**src/rtl/tf_pkg.sv**
```systemverilog
`default_nettype none
// +----------------------------------------------------------------------+
// | Module      : tf_pkg                                                 |
// | Description : Twiddle table layout and sequencer state encoding.     |
// | Revision    : 1.0  initial release                                   |
// +----------------------------------------------------------------------+
package tf_pkg;

    localparam int NUM_STAGES   = 4;
    localparam int TF_WORDS     = 43;
    localparam int TF_LAST_ADDR = 42;

    localparam int STAGE_BASE [NUM_STAGES] = '{0, 1, 5, 21};
    localparam int STAGE_CNT  [NUM_STAGES] = '{1, 4, 16, 22};

    typedef enum logic [1:0] {
        IDLE  = 2'd0,
        RUN   = 2'd1,
        DRAIN = 2'd2
    } tf_state_t;

endpackage
`default_nettype wire

```
**src/rtl/tf_addr_gen.sv**
```systemverilog
`default_nettype none
// +----------------------------------------------------------------------+
// | Module      : tf_addr_gen                                            |
// | Description : Twiddle ROM address sequencer with valid/stage/last    |
// |               tagging. TF_INV_EN adds an inverse-order traversal.    |
// | Revision    : 1.0  initial release                                   |
// +----------------------------------------------------------------------+
module tf_addr_gen
    import tf_pkg::*;
#(
    parameter int ADDR_ROM_WIDTH = 6,
    parameter int STAGE_WIDTH    = 2
) (
    input  logic                      clk,
    input  logic                      rst,
    input  logic                      start,
`ifdef TF_INV_EN
    input  logic                      inv,
`endif
    input  logic                      ready,
    output logic [ADDR_ROM_WIDTH-1:0] rom_addr,
    output logic                      rom_en,
    output logic                      tf_valid,
    output logic [STAGE_WIDTH-1:0]    tf_stage,
    output logic                      tf_last,
    output logic                      busy,
    output logic                      done
);

    localparam logic [STAGE_WIDTH-1:0] c_STAGE_FIRST = '0;
    localparam logic [STAGE_WIDTH-1:0] c_STAGE_LAST  = STAGE_WIDTH'(NUM_STAGES - 1);

    tf_state_t                  r_state;
    tf_state_t                  w_state_nxt;
    logic [STAGE_WIDTH-1:0]     r_stage;
    logic [ADDR_ROM_WIDTH-1:0]  r_offset;
    logic                       r_tf_valid;
    logic [STAGE_WIDTH-1:0]     r_tf_stage;
    logic                       r_tf_last;

    logic                       w_inv;
    logic                       w_start_inv;
    logic [ADDR_ROM_WIDTH-1:0]  w_base;
    logic [ADDR_ROM_WIDTH-1:0]  w_cnt_m1;
    logic [ADDR_ROM_WIDTH-1:0]  w_addr;
    logic                       w_start;
    logic                       w_issue;
    logic                       w_accept;
    logic                       w_stage_end;
    logic                       w_final_stage;
    logic                       w_last_issue;

`ifdef TF_INV_EN
    logic r_inv;

    always_ff @(posedge clk) begin
        if (rst) begin
            r_inv <= 1'b0;
        end else if (w_start) begin
            r_inv <= inv;
        end
    end

    assign w_inv       = r_inv;
    assign w_start_inv = inv;
`else
    assign w_inv       = 1'b0;
    assign w_start_inv = 1'b0;
`endif

    assign w_base        = ADDR_ROM_WIDTH'(STAGE_BASE[r_stage]);
    assign w_cnt_m1      = ADDR_ROM_WIDTH'(STAGE_CNT[r_stage] - 1);
    // Inverse order walks each stage from its top address downwards.
    assign w_addr        = w_inv ? (w_base + w_cnt_m1 - r_offset) : (w_base + r_offset);
    assign w_stage_end   = (r_offset == w_cnt_m1);
    assign w_final_stage = w_inv ? (r_stage == c_STAGE_FIRST) : (r_stage == c_STAGE_LAST);
    assign w_last_issue  = w_stage_end & w_final_stage;

    assign w_start  = (r_state == IDLE) & start;
    assign w_issue  = (r_state == RUN) & (~r_tf_valid | ready);
    assign w_accept = r_tf_valid & ready;

    always_ff @(posedge clk) begin
        if (rst) begin
            r_state <= IDLE;
        end else begin
            r_state <= w_state_nxt;
        end
    end

    always_comb begin
        w_state_nxt = r_state;
        case (r_state)
            IDLE:    if (start) w_state_nxt = RUN;
            RUN:     if (w_issue && w_last_issue) w_state_nxt = DRAIN;
            DRAIN:   if (w_accept) w_state_nxt = IDLE;
            default: w_state_nxt = IDLE;
        endcase
    end

    // Counters freeze on the final word so rom_addr holds it through DRAIN.
    always_ff @(posedge clk) begin
        if (rst) begin
            r_stage  <= '0;
            r_offset <= '0;
        end else if (w_start) begin
            r_stage  <= w_start_inv ? c_STAGE_LAST : c_STAGE_FIRST;
            r_offset <= '0;
        end else if (w_issue && !w_last_issue) begin
            if (w_stage_end) begin
                r_offset <= '0;
                r_stage  <= w_inv ? (r_stage - 1'b1) : (r_stage + 1'b1);
            end else begin
                r_offset <= r_offset + 1'b1;
            end
        end
    end

    always_ff @(posedge clk) begin
        if (rst) begin
            r_tf_valid <= 1'b0;
            r_tf_stage <= '0;
            r_tf_last  <= 1'b0;
        end else if (w_issue) begin
            r_tf_valid <= 1'b1;
            r_tf_stage <= r_stage;
            r_tf_last  <= w_last_issue;
        end else if (w_accept) begin
            r_tf_valid <= 1'b0;
        end
    end

    assign rom_en   = w_issue;
    assign rom_addr = w_addr;
    assign tf_valid = r_tf_valid;
    assign tf_stage = r_tf_stage;
    assign tf_last  = r_tf_last;
    assign busy     = (r_state != IDLE);
    assign done     = (r_state == DRAIN) & w_accept;

endmodule
`default_nettype wire

```
**config.mk**
```make
export PLATFORM = sky130hd
export DESIGN_NAME = tf_addr_gen
export DESIGN_NICKNAME = d
export VERILOG_FILES = /design/src/rtl/tf_pkg.sv /design/src/rtl/tf_addr_gen.sv
export SDC_FILE = /design/constraint.sdc
export NUM_CORES = 1
export LEC_CHECK = 0
export ABC_AREA = 1
export CAP_MARGIN = 10
export CORE_ASPECT_RATIO = 0.6
export CORE_MARGIN = 4
export CORE_UTILIZATION = 45
export CTS_CLUSTER_DIAMETER = 30
export DETAILED_ROUTE_END_ITERATION = 10
export GPL_TIMING_DRIVEN = 0
export PLACE_DENSITY = 0.7
export SYNTH_ARGS = -nofsm -noshare
export SYNTH_HDL_FRONTEND = slang
export SYNTH_SLANG_ARGS = --single-unit
export TNS_END_PERCENT = 1
```
**constraint.sdc**
```tcl
create_clock -name clk -period 2.2 [get_ports clk]
set_input_delay 0.44 -clock clk [delete_from_list [all_inputs] [get_ports clk]]
set_output_delay 0.44 -clock clk [all_outputs]
set_load 0.03 [all_outputs]
```
==> results.md, run 1 <==
- CP Max Fanout: 7
- Gpl congestion: 0.815
- FF-to-FF End: r_offset[1]$_SDFFE_PP0P_
- Core Footprint: 2160 um^2
- Worst path max stage delay: 0.38 ns
- R2R Path Start: r_stage[0]$_SDFFE_PP0P_
- Max Slew Vio Count: 0
- Required time of the critical path: 1.76 ns
- RSZ-0062 raised after global routing: yes
- DRT Wirelength: 2.59 mm
- Reg clk slew, reported paths: 0.06 ns
- Worst skew pair latency: 0.25 ns
- Hold-fix buffers, CTS: 0
- Slew HR: 75.3%
- Setup Viol. Count Final: 0
- Slowest stage cell, crit path: dfxtp_4
- Pleak: 0.000641 uW
- Synth Area per Inst: 6.76 um^2
- DR iter-0 viols: 40
- Max-Cap Viols: 0
- Global-route wire length before repair: 3.99 mm
- Vias per cell: 4.94
- Delay-heaviest family, CP: adder cells
- Starting density of the core: 47.2%
- Hold Vio Cnt, Final: 0
- Hold path start: r_offset[5]$_SDFFE_PP0P_
- Root Driver: clkbuf_8
- Die span in y: 44.9 um
- Vias in the first global route: 908
- Worst endpoint data arrival time: 1.71 ns
- Critical Path End Type: primary output
- Layout net count: 190
- Fillcell total: 179
- Sequential-to-total area share from yosys stat: 27.5%
- Longest Clk Path Bufs: 2
- Outcome: finished clean
- Non-Filler Instances: 206
- Yosys cell types: 22
- F_max: 466 MHz
- WP depth: 9
- Layout cells sized above 1: 26.7%
- H-tree depth: 1
- Cells after Synth: 151
- Row count: 13
- Antenna Cells: 0
- FF-to-FF setup slack: 0.33 ns
- Die Area: 3120 um^2
- WL per Instance: 12.5 um
- Slew @ Worst Pin: 0.370 ns
- Crit-path cells: inv_6, ha_4, inv_2, ha_4, ha_4, nand2_2, a21oi_2, xor2_1, buf_4
- Drt drc: 0
- Crit path from: r_stage[0]$_SDFFE_PP0P_
- Setup CP Type: reg2out
- Port Buffers: 16
- # placed instances: 197
- Setup TNS: 0 ns
- P per Cell Area: 621 nW/um^2
- Final Cycle Share: 97.5%
- Total track usage: 16.4%
- Vias: 1,017
- Post-Syn Nets: 164
- Router iterations before antenna repair: 4
- Post-Synthesis Cell Area: 1020 um^2
- Critical Path Start Type: flip-flop
- CTS tree: done
- Cts bufs inserted: 3
- GRT overflow: 0
- Initial antenna violation count: 0
- IO Count: 17
- Reg2reg path depth: 13
- Post-route ant nets: 0
- Area grow syn2layout: 38.2%
- Type of the tightest min-delay check: reg2reg
- CP endpoint: rom_addr[4]
- Skew final: 0.00136 ns
- Die Width: 69.5 um
- Most used cell, CP: ha_4
- Post-layout min period: 2.15 ns
- # clock sinks: 14
- Bufs and invs on worst path: 3
- Dpl hpwl: 1.85 mm
- Warnings from Yosys: 0
- Largest net degree at the start of global routing: 11
- Peak supply drop: 479 uV
- Flops & latches, synth: 14
==> Yosys cell counts, drive strengths merged <==
| cell | count | area (um^2) |
|---|---|---|
| xnor2 | 1 | 8.76 |
| ha | 9 | 113 |
| dfxtp | 14 | 280 |
| nand2 | 38 | 165 |
| o21ai | 7 | 35.0 |
| xor2 | 6 | 52.6 |
| inv | 25 | 93.8 |
| nor2 | 19 | 97.6 |
| a31oi | 1 | 6.26 |
| nand3 | 14 | 75.1 |
| buf | 3 | 21.3 |
| a21oi | 12 | 60.1 |
| nand4 | 2 | 12.5 |
==> worst min-delay path, delay by kind of cell (launching register included) <==
family / cells / cell delay, ns
AND/OR/NAND/NOR: 1 / 0.08
AO/OA/AOI/OAI: 1 / 0.05
flip-flops: 1 / 0.35
==> power breakdown <==
group	internal, uW	total (uW)	switching, uW
clock network	159	259	100
logic	128	334	206
registers	268	283	15.5
total	555	877	322
==> worst min path at each step <==
stage	to	slack [ns]	depth (start not counted)
2_1_floorplan	r_offset[5]$_SDFFE_PP0P_	0.47	2
3_3_place_gp	r_offset[5]$_SDFFE_PP0P_	0.51	2
3_5_place_dp	r_offset[5]$_SDFFE_PP0P_	0.52	2
4_1_cts	r_offset[5]$_SDFFE_PP0P_	0.53	2
5_1_grt	r_state[1]$_SDFFE_PP0P_	0.57	2
6_report	r_offset[5]$_SDFFE_PP0P_	0.53	2
==> metal layers <==
layer	global-route usage (%)	up-vias	share of wire [%]
met2	26.9	25	45
li1	-	524	-
met5	0	-	0
met1	20.4	459	47
met4	4.67	0	2.1
met3	6.44	9	5.6
==> placed cells by master (no fill, tap or decap), drive strengths merged <==
cell type / synthesis / final
o21ai: 7 / 7
dfxtp: 14 / 14
dlygate4sd2: 0 / 2
nor2: 19 / 19
ha: 9 / 9
a31oi: 1 / 1
clkbuf: 0 / 6
nand4: 2 / 2
clkdlybuf4s50: 0 / 8
nand3: 14 / 14
nand2: 38 / 38
inv: 25 / 25
xnor2: 1 / 1
buf: 3 / 11
xor2: 6 / 6
a21oi: 12 / 12
clkdlybuf4s15: 0 / 1
==> cells by family after synthesis <==
family | synth area share, %
AND/OR/NAND/NOR | 34.3
buffers and inverters | 11.3
AO/OA/AOI/OAI | 9.93
flip-flops | 27.5
adder cells (fa/ha/maj) | 11.0
XOR/XNOR | 6.01
==> through the flow <==
step | util [%] | hold WS, ns | total power (uW) | setup WS [ns] | instance area (um^2)
after floorplan | - | 0.466 | 513 | 0.0445 | 1020
after global placement | 56.3 | 0.510 | 582 | -0.416 | 1220
final | 65.2 | 0.528 | 877 | 0.0550 | 1410
after detailed placement | 56.3 | 0.520 | 587 | -0.450 | 1220
after global routing | 65.2 | 0.568 | 931 | -0.0364 | 1410
after CTS | 58.4 | 0.530 | 838 | -0.108 | 1260
==> what timing repair did <==
action                                  4_1_cts  5_1_grt
endpoints found under the setup margin        8        6
resized for setup                            37       21
hold endpoints to repair                      0        0
setup buffers                                 0        5
pin swaps                                     0        5
==> flip-flops by register name, indices dropped and copies added, names as in the netlist <==
| signal | cells |
|---|---|
| r_offset | 6 |
| r_stage | 2 |
| r_state | 2 |
| tf_last | 1 |
| tf_valid | 1 |
| tf_stage | 2 |
==> cell type report <==
class	count	area, um^2	area share (%)
Inverter	25	98.8	7.00
Clock buffer	4	55.1	3.90
Tap cell	30	37.5	2.66
Timing Repair Buffer	21	179	12.7
Buffer	3	23.8	1.68
Sequential cell	14	288	20.4
Multi-Input combinational cell	109	729	51.7
(Power assumes the default switching activity.)
==> run 2: changes to the inputs <==
- CORE_ASPECT_RATIO: 0.6 -> default
- CORE_UTILIZATION: 45 -> 52
- PLACE_DENSITY: 0.7 -> 0.79
==> run 2 against run 1 <==
Net effect: worst setup slack worse by 0.021 ns; critical path depth stayed put; clock skew is 0.0014 ns higher; die area is 12% lower; global-route usage is 1.3 points higher; clock power is 45% lower; hold slack better by 0.0084 ns; cell area is 6.0% lower; power is 16% lower; critical endpoint unchanged.
==> results.md, run 2 (synthesis results as in run 1) <==
- Worst endpoint data arrival time: 1.73 ns
- Router iterations before antenna repair: 4
- Largest net degree at the start of global routing: 11
- Vias: 977
- DR iter-0 viols: 10
- H-tree depth: 1
- Die Width: 52.3 um
- Max Slew Vio Count: 0
- Commonest non-fill, non-tap cell in the layout: nand2_1
- Global-route wire length before repair: 3.64 mm
- Initial antenna violation count: 0
- Setup CP Type: reg2out
- Worst skew pair latency: 0.28 ns
- Root Driver: clkbuf_4
- Most flops, register: r_offset
- Longest Clk Path Bufs: 2
- FF-to-FF setup slack: 0.39 ns
- RSZ-0062 raised after global routing: yes
- Max reg flops: 6
- Post-route ant nets: 0
- Starting density of the core: 56.7%
- Critical Path Start Type: flip-flop
- Slew HR: 76.6%
- Core Footprint: 1800 um^2
- # placed instances: 192
- Hold Vio Cnt, Final: 0
- Pleak: 0.000606 uW
- Skew final: 0.00276 ns
- Dpl hpwl: 1.65 mm
- Peak supply drop: 508 uV
- DRT Wirelength: 2.26 mm
- Die span in y: 52.3 um
- Most frequent cells in the layout: nand2_1 (32), inv_1 (18), nor2_1 (16)
- Drt drc: 0
- CTS tree: done
- Antenna Cells: 0
- Layout cells sized above 1: 23.4%
- Die Area: 2740 um^2
- IO Count: 17
- Total track usage: 17.7%
- Fillcell total: 159
- Final Cycle Share: 98.4%
- Port Buffers: 16
- Area grow syn2layout: 29.9%
- CP Max Fanout: 5
- Setup Viol. Count Final: 0
- Row count: 15
- Max-Cap Viols: 0
- WL per Instance: 11.5 um
- Post-layout min period: 2.17 ns
- Vias per cell: 4.98
- Total Power: 741 uW
- # clock sinks: 14
- Gpl congestion: 0.790
- Non-Filler Instances: 196
- Hold WS: 0.537 ns
- Vias in the first global route: 859
- Critical Path End Type: primary output
- Outcome: finished clean
- Slew @ Worst Pin: 0.351 ns
- Cts bufs inserted: 3
- Required time of the critical path: 1.76 ns
- Place WS: -0.425 ns
- Reg clk slew, reported paths: 0.08 ns
- Final worst slack: 0.0344 ns
- GRT overflow: 0
- P per Cell Area: 558 nW/um^2
- F_max: 462 MHz
- Layout net count: 186
- Type of the tightest min-delay check: reg2reg
- Hold-fix buffers, CTS: 0
-- run 2: per-stage QoR --
stage | TNS (ns) | instance area (um^2) | util [%]
after floorplan | 0 | 1020 | -
after detailed placement | -1.56 | 1210 | 67.3
final | 0 | 1330 | 73.6
after global routing | -0.109 | 1330 | 73.6
after global placement | -1.41 | 1210 | 67.3
after CTS | -0.204 | 1230 | 68.2
-- run 2: worst max-delay path, stage by stage (launching register included) --
cell,delay (ns)
dfxtp_4,0.39
inv_4,0.05
ha_4,0.15
inv_2,0.05
ha_4,0.14
ha_4,0.13
nand2_1,0.06
a21oi_2,0.13
xor2_1,0.16
buf_4,0.18
-- run 2: layout make-up --
cell class | count | area, um^2 | area share (%)
clock buffers | 3 | 22.5 | 1.70
well taps | 25 | 31.3 | 2.36
multi-input cells | 109 | 704 | 53.1
repair buffers | 18 | 163 | 12.3
plain buffers | 2 | 16.3 | 1.23
flip-flops and latches | 14 | 288 | 21.7
inverters | 25 | 101 | 7.64
-- run 2: metal layers --
metal  wire [um]  global-route usage (%)  up-vias
met5           0                       0        -
met4          29                    7.66        0
met3          98                    4.84        4
met2        1120                    27.7       20
met1        1000                    22.6      433
li1            -                       -      520
-- run 2: report_power, final --
group | leakage [uW] | switching (uW) | internal [uW]
sequential | 0.000115 | 17.1 | 268
clock | 0.0000138 | 77.9 | 63.7
combinational | 0.000476 | 196 | 119
-- run 2: path summary, 6_finish.rpt --
kind | end | from | cells past startpoint
worst max-delay path | rom_addr[4] | r_stage[1]$_SDFFE_PP0P_ | 9
worst min-delay path | r_offset[5]$_SDFFE_PP0P_ | r_offset[5]$_SDFFE_PP0P_ | 2
worst max register to register | r_offset[1]$_SDFFE_PP0P_ | r_stage[1]$_SDFFE_PP0P_ | 13
worst min register to register | r_offset[5]$_SDFFE_PP0P_ | r_offset[5]$_SDFFE_PP0P_ | 2
-- run 2: what timing repair did --
action	in CTS	in global routing
pin swaps	0	4
buffers inserted	0	2
endpoints found under the setup margin	8	6
gates resized for setup	34	19
